`src/rtl/bcd_subtractor_seq.sv`:
```
// bcd_subtractor_seq
// Digit-serial packed-BCD subtractor: DIFF = A - B - bin, one digit per clock, LSD first.
// A start pulse captures the operands while idle. busy stays high for DIGITS cycles, then
// done pulses for one cycle. diff/bout/err are registered and held until the next completion.
// Any operand digit above 9 forces diff=0, bout=0, err=1 with unchanged latency.
//
// Ports:
//   sys_clk    system clock, rising edge
//   sys_rst_n  synchronous active-low reset
//   start      request pulse, accepted only while idle
//   a, b       minuend / subtrahend, packed BCD, [3:0] = ones digit
//   bin        borrow-in
//   busy       operation in progress
//   done       one-cycle completion pulse
//   diff       BCD difference modulo 10^DIGITS
//   bout       borrow-out (A - B - bin < 0)
//   err        an operand digit was > 9
module bcd_subtractor_seq #(
  parameter int unsigned DIGITS = 3
) (
  input  logic                sys_clk,
  input  logic                sys_rst_n,
  input  logic                start,
  input  logic [4*DIGITS-1:0] a,
  input  logic [4*DIGITS-1:0] b,
  input  logic                bin,
  output logic                busy,
  output logic                done,
  output logic [4*DIGITS-1:0] diff,
  output logic                bout,
  output logic                err
);

  localparam int unsigned W    = 4 * DIGITS;
  localparam int unsigned IdxW = (DIGITS > 1) ? $clog2(DIGITS) : 1;
  localparam logic [IdxW-1:0] LastIdx = IdxW'(DIGITS - 1);

  typedef enum logic [0:0] {StIdle, StCalc} state_e;

  state_e          r_state, w_state_next;
  logic [W-1:0]    r_a, w_a_next;
  logic [W-1:0]    r_b, w_b_next;
  logic            r_borrow, w_borrow_next;
  logic [IdxW-1:0] r_idx, w_idx_next;
  logic [W-1:0]    r_part, w_part_next;
  logic            r_err_int, w_err_int_next;
  logic [W-1:0]    r_diff, w_diff_next;
  logic            r_bout, w_bout_next;
  logic            r_err, w_err_next;
  logic            r_done, w_done_next;

  logic [3:0]        w_a_dig, w_b_dig, w_digit;
  logic signed [4:0] w_t;
  logic              w_neg;
  logic [W-1:0]      w_part_wr;

  function automatic logic any_bad_digit(input logic [W-1:0] x, input logic [W-1:0] y);
    logic bad;
    bad = 1'b0;
    for (int unsigned i = 0; i < DIGITS; i++) begin
      if (x[4*i +: 4] > 4'd9 || y[4*i +: 4] > 4'd9) bad = 1'b1;
    end
    return bad;
  endfunction

  // Digit datapath: select digit r_idx, subtract with borrow, write back into partial result.
  always_comb begin
    w_a_dig   = 4'd0;
    w_b_dig   = 4'd0;
    w_part_wr = r_part;
    for (int unsigned i = 0; i < DIGITS; i++) begin
      if (r_idx == IdxW'(i)) begin
        w_a_dig = r_a[4*i +: 4];
        w_b_dig = r_b[4*i +: 4];
      end
    end
    // Range is -16..15, so 5-bit signed never overflows even for invalid digits.
    w_t     = $signed({1'b0, w_a_dig}) - $signed({1'b0, w_b_dig}) - $signed({4'b0, r_borrow});
    w_neg   = (w_t < 5'sd0);
    w_digit = w_neg ? 4'(w_t + 5'sd10) : w_t[3:0];
    for (int unsigned i = 0; i < DIGITS; i++) begin
      if (r_idx == IdxW'(i)) w_part_wr[4*i +: 4] = w_digit;
    end
  end

  // Next-state and register updates.
  always_comb begin
    w_state_next   = r_state;
    w_a_next       = r_a;
    w_b_next       = r_b;
    w_borrow_next  = r_borrow;
    w_idx_next     = r_idx;
    w_part_next    = r_part;
    w_err_int_next = r_err_int;
    w_diff_next    = r_diff;
    w_bout_next    = r_bout;
    w_err_next     = r_err;
    w_done_next    = 1'b0;
    unique case (r_state)
      StIdle: begin
        if (start) begin
          w_a_next       = a;
          w_b_next       = b;
          w_borrow_next  = bin;
          w_err_int_next = any_bad_digit(a, b);
          w_idx_next     = '0;
          w_part_next    = '0;
          w_state_next   = StCalc;
        end
      end
      StCalc: begin
        w_borrow_next = w_neg;
        w_part_next   = w_part_wr;
        if (r_idx == LastIdx) begin
          w_state_next = StIdle;
          w_done_next  = 1'b1;
          w_diff_next  = r_err_int ? '0 : w_part_wr;
          w_bout_next  = r_err_int ? 1'b0 : w_neg;
          w_err_next   = r_err_int;
        end else begin
          w_idx_next = r_idx + IdxW'(1);
        end
      end
      default: w_state_next = StIdle;
    endcase
  end

  always_ff @(posedge sys_clk) begin
    if (!sys_rst_n) begin
      r_state   <= StIdle;
      r_a       <= '0;
      r_b       <= '0;
      r_borrow  <= 1'b0;
      r_idx     <= '0;
      r_part    <= '0;
      r_err_int <= 1'b0;
      r_diff    <= '0;
      r_bout    <= 1'b0;
      r_err     <= 1'b0;
      r_done    <= 1'b0;
    end else begin
      r_state   <= w_state_next;
      r_a       <= w_a_next;
      r_b       <= w_b_next;
      r_borrow  <= w_borrow_next;
      r_idx     <= w_idx_next;
      r_part    <= w_part_next;
      r_err_int <= w_err_int_next;
      r_diff    <= w_diff_next;
      r_bout    <= w_bout_next;
      r_err     <= w_err_next;
      r_done    <= w_done_next;
    end
  end

  assign busy = (r_state == StCalc);
  assign done = r_done;
  assign diff = r_diff;
  assign bout = r_bout;
  assign err  = r_err;

endmodule

```
`config.mk`:
```
export PLATFORM = sky130hd
export DESIGN_NAME = bcd_subtractor_seq
export DESIGN_NICKNAME = d
export VERILOG_FILES = /design/src/rtl/bcd_subtractor_seq.sv
export SDC_FILE = /design/constraint.sdc
export NUM_CORES = 1
export LEC_CHECK = 0
export ABC_AREA = 1
export CORE_ASPECT_RATIO = 0.9
export CORE_MARGIN = 1.5
export CORE_UTILIZATION = 50
export CTS_BUF_LIST = sky130_fd_sc_hd__clkbuf_2 sky130_fd_sc_hd__clkbuf_4 sky130_fd_sc_hd__clkbuf_8
export CTS_CLUSTER_SIZE = 28
export DETAILED_ROUTE_END_ITERATION = 10
export PLACE_DENSITY = 0.78
export SYNTH_ARGS = -nofsm -noshare
export SYNTH_HDL_FRONTEND = slang
export SYNTH_SLANG_ARGS = --single-unit
```
`constraint.sdc`:
```
create_clock -name sys_clk -period 8.1 [get_ports sys_clk]
set_clock_uncertainty 0.05 [all_clocks]
set_input_delay 0.81 -clock sys_clk [delete_from_list [all_inputs] [get_ports sys_clk]]
set_output_delay 0.81 -clock sys_clk [all_outputs]
set_load 0.005 [all_outputs]
```
==> results.toml, run 1 <==
[timing]
whs_ps = 418
hold_viol = 0
fin_crit_sh_pct = 44.1
setup_viol = 0
grt_setup_unrepaired = "no"
period_minus_slack_ps = 3580
fin_tns_setup_ps = 0
tightest_slew_ps = 983
slew_headroom_pct = 34.4
finalMaxSlewViolations = 0
fmax_ghz = 0.280

[clock_network]
cts_made_buffers = 5
ctsHoldBuffers = 0
tritoncts = "yes"
clockBufferDepth = 2
cts.clk_slew.worst_paths_ps = 110
cts_root_buffer = "clkbuf_8"
cts_sinks = 56
clock_latency_ps = 320
postCtsSetupRepairBufs = 0
cts_resized = 0
htreeDepth = 2

[drt]
vias_per_cell = 5.25
drt_pass1_iterations = 4
drt_iter0_drc = 154
postRouteAntennaNets = 0
wirelength_um = 5860
via_count = 2412
wl_per_cell_um = 12.8
route.detailed.drc = 0

[synthesis]
synth_area_leader_cell = "dfxtp_1"
synth_seq_cells = 56
synthCells = 360
synth_top_area_share_pct = 42.1
syn_area_mm2 = 0.00267
syn_area_per_cell_um2 = 7.40
ys_seq_area_share_pct = 42.1
yosysUniqueCellTypes = 28
synth_area_leaders = "dfxtp_1 42%, nand2_1 10%, o21ai_0 7.1%"
synth_nets = 398
yosys_warnings = 0

[global_route]
grt_pass1_wl_um = 10000
track_usage_pct = 22.0
grt_overflow_total = 0
antenna_found_initial = 0
grt_pass1_vias = 2225
grt_max_degree = 32

[die]
core_mm2 = 0.00519
die_h_um = 72.3
dieWidth_um = 80.0
pin_count = 44
die-area_mm2 = 0.00578
start_util_pct = 51.3
rows = 25

[hold_path]
hold_depth = 2
hold_class = "flop to flop"
holdPathEnd = "diff[5]$_SDFFE_PN0P_"
min_from = "diff[5]$_SDFFE_PN0P_"

[layout]
diodes = 0
final_common_cell = "nand2_1"
area_growth_pct = 19.9
drive_above_1_share_pct = 9.95
layout_common_cells = "71 x nand2_1, 56 x dfxtp_1, 48 x nor2_1"
num-nets-final = 429

[setup_path]
endpoint_kind = "flop"
crit_chain = "inv_1 -> ha_1 -> inv_2 -> o21ai_0 -> o21ai_0 -> fa_1 -> inv_1 -> fa_1 -> ha_1 -> inv_1 -> nand4_2 -> nand2_1 -> nand2_2 -> nand3_2 -> nand3_1 -> a21oi_1"
rr_worst_depth = 16
regToRegEndpoint = "diff[11]$_SDFFE_PN0P_"
rr_startpoint = "r_idx[1]$_SDFFE_PN0P_"
critPathLaunch = "r_idx[1]$_SDFFE_PN0P_"
required_ps = 8290
startpoint_type = "flop"
worstPathMaxFanout = 14
slowest_delay_ps = 500
cpMaxStageDelayCell = "ha_1"
rrSetupSlack_ps = 4520
crit_type = "flop to flop"
crit_top_cell = "inv_1"
arrival_ps = 3760

[placed_design]
io_buffers = 43
hpwl_um = 4300
place_congestion = 0.943

[power]
p_leak_nw = 1.27
ir_drop_mv = 0.110
power_density_mw_per_mm2 = 209

[flow_run]
cap_violations = 0

[status]
outcome = "completed"
registers in the layout, summed over array words and instances (netlist names), 2 cells and up:
signal and flops:
r_a 12, r_idx 2, r_part 12, r_b 12, diff 12
final cells by class:
type | count | area (um^2)
inverters | 27 | 101
repair buffers | 44 | 438
clock inverters | 3 | 27.5
flip-flops and latches | 56 | 1120
clock buffers | 5 | 68.8
well taps | 67 | 83.8
fillers | 474 | 2000
multi-input cells | 257 | 1360
where the power goes:
| group | leakage [nW] | internal (mW) | switching, mW |
|---|---|---|---|
| logic | 0.764 | 0.0772 | 0.128 |
| registers | 0.458 | 0.292 | 0.0118 |
| clock network | 0.0463 | 0.0637 | 0.0964 |
cell usage after synthesis:
master     number
buf_2           7
o211ai_1        7
ha_1            8
inv_2           3
or2_2           3
o21ai_0        38
o21ai_1         2
nand4_2         1
nand3_2         7
nand3_4         1
o2111ai_1       1
xor2_2          1
fa_1            2
nor3_1          2
nor2_2          1
nand2_2         7
nand3_1        13
clkbuf_1       12
nor2_1         48
a21oi_2         2
o21ai_2         3
buf_4           1
a31oi_1         1
inv_1          24
a21oi_1        37
nand2_4         1
dfxtp_1        56
nand2_1        71
worst max-delay path: cells and delay by family, from the launching register on:
kind | cells | cell delay [ps]
adders and majority gates | 4 | 1590
and+or+nand+nor | 5 | 530
AOI/OAI and AO/OA | 3 | 460
buffers and inverters | 4 | 510
DFF | 1 | 350
metal layers:
layer  wire [um]  vias up  GRT usage, %  part of all wire [%]
met5           0        -             0                     0
met3         341       11          4.53                   5.8
met4          87        0          7.66                   1.5
met2        2700       76          35.2                    46
met1        2740     1083          29.5                    47
li1            -     1242             -                     -
worst max path at each step:
| stage | slack, ps | to | cells past startpoint |
|---|---|---|---|
| after floorplan | 5030 | diff[3]$_SDFFE_PN0P_ | 19 |
| after detailed placement | 4580 | diff[11]$_SDFFE_PN0P_ | 17 |
| after CTS | 4550 | diff[11]$_SDFFE_PN0P_ | 16 |
| final | 4520 | diff[11]$_SDFFE_PN0P_ | 16 |
| after global routing | 4260 | r_part[7]$_SDFFE_PN0P_ | 16 |
| after global placement | 4700 | diff[7]$_SDFFE_PN0P_ | 17 |
kinds of logic after synthesis:
| group | synth area share [%] |
|---|---|
| compound gates | 18.6 |
| xor+xnor | 0.610 |
| fa+ha+maj | 5.26 |
| buf+inv | 7.09 |
| flops | 42.1 |
| simple gates | 26.3 |
per-stage QoR:
stage	cells	instance area (um^2)	setup slack [ps]	total power [mW]	util [%]
finish	459	3200	4520	0.669	61.5
global route	459	3200	4260	0.710	61.5
CTS	459	3200	4550	0.671	61.5
detailed placement	451	3100	4580	0.513	59.7
global placement	451	3100	4700	0.507	59.7
floorplan	360	2670	5030	0.465	-
Power figures use the tool's default switching activity.
==> run 2: changes to the inputs <==
- clock period: 8.1 -> 3.6 ns (I/O delays scaled with it)
==> run 2 against run 1 <==
Net effect: die area is the same; setup slack lost 4200 ps; register-to-register slack lost 4200 ps; largest power group unchanged; sequential cell count is the same; worst hold slack lost 3.9 ps.
==> results.toml, run 2 (same netlist as run 1, synthesis figures left out) <==
[status]
outcome = "completed"

[clock_network]
htreeDepth = 2
cts_sinks = 56
tritoncts = "yes"
clock_latency_ps = 310
cts_resized = 0
cts_made_buffers = 5
clockBufferDepth = 2
cts_root_buffer = "clkbuf_8"
postCtsSetupRepairBufs = 0
cts.clk_slew.worst_paths_ps = 100
ctsHoldBuffers = 0

[drt]
top_layer_used = "met4"
met2_length_um = 2960
route.detailed.drc = 0
via_count = 2426
drt_pass1_iterations = 4
wirelength_um = 6010
vias_per_cell = 5.24
wl_per_cell_um = 13.0
dr_wl_met3_um = 218
postRouteAntennaNets = 0
m1WireLength_um = 2720
drt_iter0_drc = 87

[power]
power_density_mw_per_mm2 = 470
clkPwrFrac_pct = 24.4
ir_drop_mv = 0.326
p_int_mw = 1.01
sequentialPowerShare_pct = 45.2
p_comb_share_pct = 30.4
swShare_pct = 33.5
switching_power_uw = 508
p_leak_nw = 1.30

[global_route]
grt_pass1_wl_um = 10200
grt_overflow_total = 0
grt_max_degree = 32
track_usage_pct = 22.7
antenna_found_initial = 0
grt_pass1_vias = 2333

[layout]
num-nets-final = 433
area_growth_pct = 21.1
layout_common_cells = "71 x nand2_1, 56 x dfxtp_1, 48 x nor2_1"
drive_above_1_share_pct = 10.9
final_common_cell = "nand2_1"
instances_no_fill = 463
diodes = 0
postLayoutCellArea_mm2 = 0.00323

[placed_design]
place_ws_ps = 388
io_buffers = 43
place_congestion = 0.886
dp.cells = 455
dpl-instance-area_mm2 = 0.00313
hpwl_um = 4450

[die]
rows = 25
die_h_um = 72.3
start_util_pct = 51.3
die-area_mm2 = 0.00578
pin_count = 44
dieWidth_um = 80.0
core_mm2 = 0.00519

[timing]
hold_viol = 0
fin_crit_sh_pct = 90.0
tightest_slew_ps = 1030
setup_viol = 0
finalMaxSlewViolations = 0
period_minus_slack_ps = 3240
grt_setup_unrepaired = "no"
setup_ws_ps = 360
fin_tns_setup_ps = 0
whs_ps = 414
slew_headroom_pct = 31.2
fmax_ghz = 0.309

[setup_path]
crit_chain = "inv_1 -> ha_1 -> inv_2 -> o21ai_0 -> o21ai_0 -> fa_1 -> inv_1 -> fa_1 -> nand2_1 -> nand2_1 -> ha_1 -> inv_1 -> nand4_2 -> nand2_1 -> nand2_2 -> nand3_2 -> nand3_1 -> a21oi_1"
arrival_ps = 3420
startpoint_type = "flop"
required_ps = 3780
worstPathMaxFanout = 14
slowest_delay_ps = 420
crit_type = "flop to flop"
endpoint_kind = "flop"
cpMaxStageDelayCell = "fa_1"

[flow_run]
cap_violations = 0

[hold_path]
hold_class = "flop to flop"
==> run 2: changes by cell type in the layout (fill, tap and decap cells not counted), sizes merged <==
cell / delta
buf: +4
clkbuf: +3
clkinv: -1
clkinvlp: -1
inv: -1
==> run 2: worst paths after layout <==
path	start	to	slack, ps	depth (start not counted)
setup / recovery	r_idx[0]$_SDFFE_PN0P_	r_part[7]$_SDFFE_PN0P_	360	18
hold / removal	r_a[5]$_SDFFE_PN0P_	r_a[5]$_SDFFE_PN0P_	410	2
setup reg to reg	r_idx[0]$_SDFFE_PN0P_	r_part[7]$_SDFFE_PN0P_	360	18
hold reg to reg	r_a[5]$_SDFFE_PN0P_	r_a[5]$_SDFFE_PN0P_	410	2
==> run 2: routing by layer <==
metal	global-route usage (%)	vias to the layer above
li1	-	1243
met1	27.7	1117
met2	39.8	54
met3	4.15	12
met4	8.43	0
met5	0	-
==> run 2: stage by stage <==
stage          power, mW  utilization (%)
2_1_floorplan       1.05                -
3_3_place_gp        1.14             60.3
3_5_place_dp        1.16             60.3
4_1_cts             1.52             62.1
5_1_grt             1.61             62.1
6_report            1.52             62.1
==> run 2: power by group through the flow <==
stage	logic [mW]	registers, mW	clock network (mW)
after global placement	0.446	0.697	0
after floorplan	0.360	0.686	0
after detailed placement	0.459	0.698	0
after CTS	0.461	0.684	0.374
after global routing	0.523	0.689	0.396
final	0.461	0.685	0.370
==> run 2: area by class of cell <==
class	instances	area, um^2
Fill cell	487	1970
Multi-Input combinational cell	257	1360
Sequential cell	56	1120
Timing Repair Buffer	48	468
Inverter	27	101
Clock buffer	8	97.6
Tap cell	67	83.8
==> run 2: critical path, delay by kind of cell (launching register included) <==
kind / cells / cell delay, ps
adder cells (fa/ha/maj): 4 / 1090
AND/OR/NAND/NOR: 7 / 640
AO/OA/AOI/OAI: 3 / 530
buffers and inverters: 4 / 460
flip-flops: 1 / 380
==> run 3: changes to the inputs <==
- GPL_TIMING_DRIVEN: not set -> 0
==> run 3 against run 2 <==
Net effect: cell area grew 1.7%; critical path depth unchanged; total power up 1.2%; setup slack worse by 150 ps; critical endpoint is now diff[11]$_SDFFE_PN0P_; largest cell class unchanged.
==> results.toml, run 3 (same netlist as run 1, synthesis figures left out) <==
[status]
outcome = "completed"

[power]
p_leak_nw = 1.33
p_int_uw = 990
power_density_mw_per_mm2 = 467
ir_drop_mv = 0.238
switching_power_uw = 544
swShare_pct = 35.5
clkPwrFrac_pct = 23.3
p_comb_share_pct = 32.4
sequentialPowerShare_pct = 44.2

[timing]
setup_viol = 0
setup_ws_ps = 214
period_minus_slack_ps = 3390
finalMaxSlewViolations = 0
slew_headroom_pct = 59.7
grt_setup_unrepaired = "no"
fmax_ghz = 0.295
tightest_slew_ps = 604
fin_crit_sh_pct = 94.1
hold_viol = 0
fin_tns_setup_ps = 0

[clock_network]
cts.clk_slew.worst_paths_ps = 110
clockBufferDepth = 2
ctsHoldBuffers = 0
cts_sinks = 56
clock_latency_ps = 310
cts_made_buffers = 5
htreeDepth = 2
tritoncts = "yes"
cts_root_buffer = "clkbuf_8"

[drt]
via_count = 2522
postRouteAntennaNets = 0
vias_per_cell = 5.28
wirelength_um = 6500
drt_pass1_iterations = 6
drt_iter0_drc = 173
wl_per_cell_um = 13.6
route.detailed.drc = 0

[die]
core_mm2 = 0.00519
dieWidth_um = 80.0
die_h_um = 72.3
die-area_mm2 = 0.00578
start_util_pct = 51.3
rows = 25
pin_count = 44

[layout]
num-nets-final = 448
layout_common_cells = "71 x nand2_1, 56 x dfxtp_1, 48 x nor2_1"
fin_util_pct = 63.2
seq_area_mm2 = 0.00112
area_growth_pct = 23.2
diodes = 0
multi_input_area_mm2 = 0.00136
final_common_cell = "nand2_1"
drive_above_1_share_pct = 12.7
n_fill_cell = 503
instances_no_fill = 478

[placed_design]
place_ws_ps = -27.7
io_buffers = 43
hpwl_um = 4870
place_congestion = 0.870
dp.cells = 470

[hold_path]
hold_class = "flop to flop"

[setup_path]
crit_chain = "inv_1 -> ha_1 -> buf_2 -> nand3_1 -> nand2_1 -> o21ai_0 -> fa_1 -> inv_1 -> fa_1 -> ha_1 -> inv_1 -> nand3_2 -> nand2_2 -> nand2_1 -> nand2_2 -> nand3_2 -> nand3_1 -> a21oi_1"
crit_type = "flop to flop"
required_ps = 3740
worstPathMaxFanout = 10
slowest_delay_ps = 480
startpoint_type = "flop"
cpMaxStageDelayCell = "fa_1"
arrival_ps = 3520
endpoint_kind = "flop"
crit_buf_inv = 4
crit_top_cell = "inv_1"
crit_family = "adder cells"

[global_route]
grt_overflow_total = 0
grt_pass1_vias = 2338
track_usage_pct = 24.4
grt_pass1_wl_um = 10900
grt_max_degree = 18
antenna_found_initial = 0

[flow_run]
cap_violations = 0
[run 3: cell types whose count changed in the layout (fill, tap and decap cells not counted), sizes merged]
cell and delta:
clkbuf +8, buf +5, clkinv +1, inv +1
[run 3: area by class of cell]
class / instances / area share [%]
Sequential cell: 56 / 34.1
Buffer: 20 / 2.90
Inverter: 27 / 3.09
Timing Repair Buffer: 43 / 13.1
Clock buffer: 6 / 2.32
Clock inverter: 2 / 0.419
Multi-Input combinational cell: 257 / 41.5
Tap cell: 67 / 2.55
[run 3: power groups by stage]
stage / Combinational [mW] / Clock (mW) / Sequential [mW]
after CTS: 0.487 / 0.357 / 0.678
after floorplan: 0.360 / 0 / 0.686
after global routing: 0.554 / 0.385 / 0.683
after detailed placement: 0.483 / 0 / 0.692
final: 0.498 / 0.358 / 0.679
after global placement: 0.469 / 0 / 0.691
[run 3: routing by layer]
metal  wire [um]  GRT usage [%]  vias up
li1            -              -     1278
met1        3090           33.0     1171
met2        3050           40.0       68
met3         303           4.40        5
met4          57           7.09        0
met5           0              0        -
[run 3: worst min-delay path, cell delays in order (launching register included)]
cell and delay, ps:
dfxtp_1 320, nand2_1 60, a21oi_1 50
[run 3: path summary, 6_finish.rpt]
check,from,endpoint,slack [ps],cells past startpoint
setup reg to reg,r_idx[0]$_SDFFE_PN0P_,diff[11]$_SDFFE_PN0P_,210,18
hold reg to reg,diff[0]$_SDFFE_PN0P_,diff[0]$_SDFFE_PN0P_,420,2
setup / recovery,r_idx[0]$_SDFFE_PN0P_,diff[11]$_SDFFE_PN0P_,210,18
hold / removal,diff[0]$_SDFFE_PN0P_,diff[0]$_SDFFE_PN0P_,420,2
[run 3: timing repair]
action                                  4_1_cts  5_1_grt
gates resized for setup                       2       11
endpoints found under the setup margin        9       15
cloned                                        0        0
buffers inserted                              0        0
[run 3: metrics by stage]
step / area (um^2) / power, mW / hold WS [ps]
5_1_grt: 3280 / 1.62 / 434
3_5_place_dp: 3180 / 1.18 / 401
6_report: 3280 / 1.53 / 418
3_3_place_gp: 3180 / 1.16 / 397
4_1_cts: 3270 / 1.52 / 417
2_1_floorplan: 2670 / 1.05 / 379
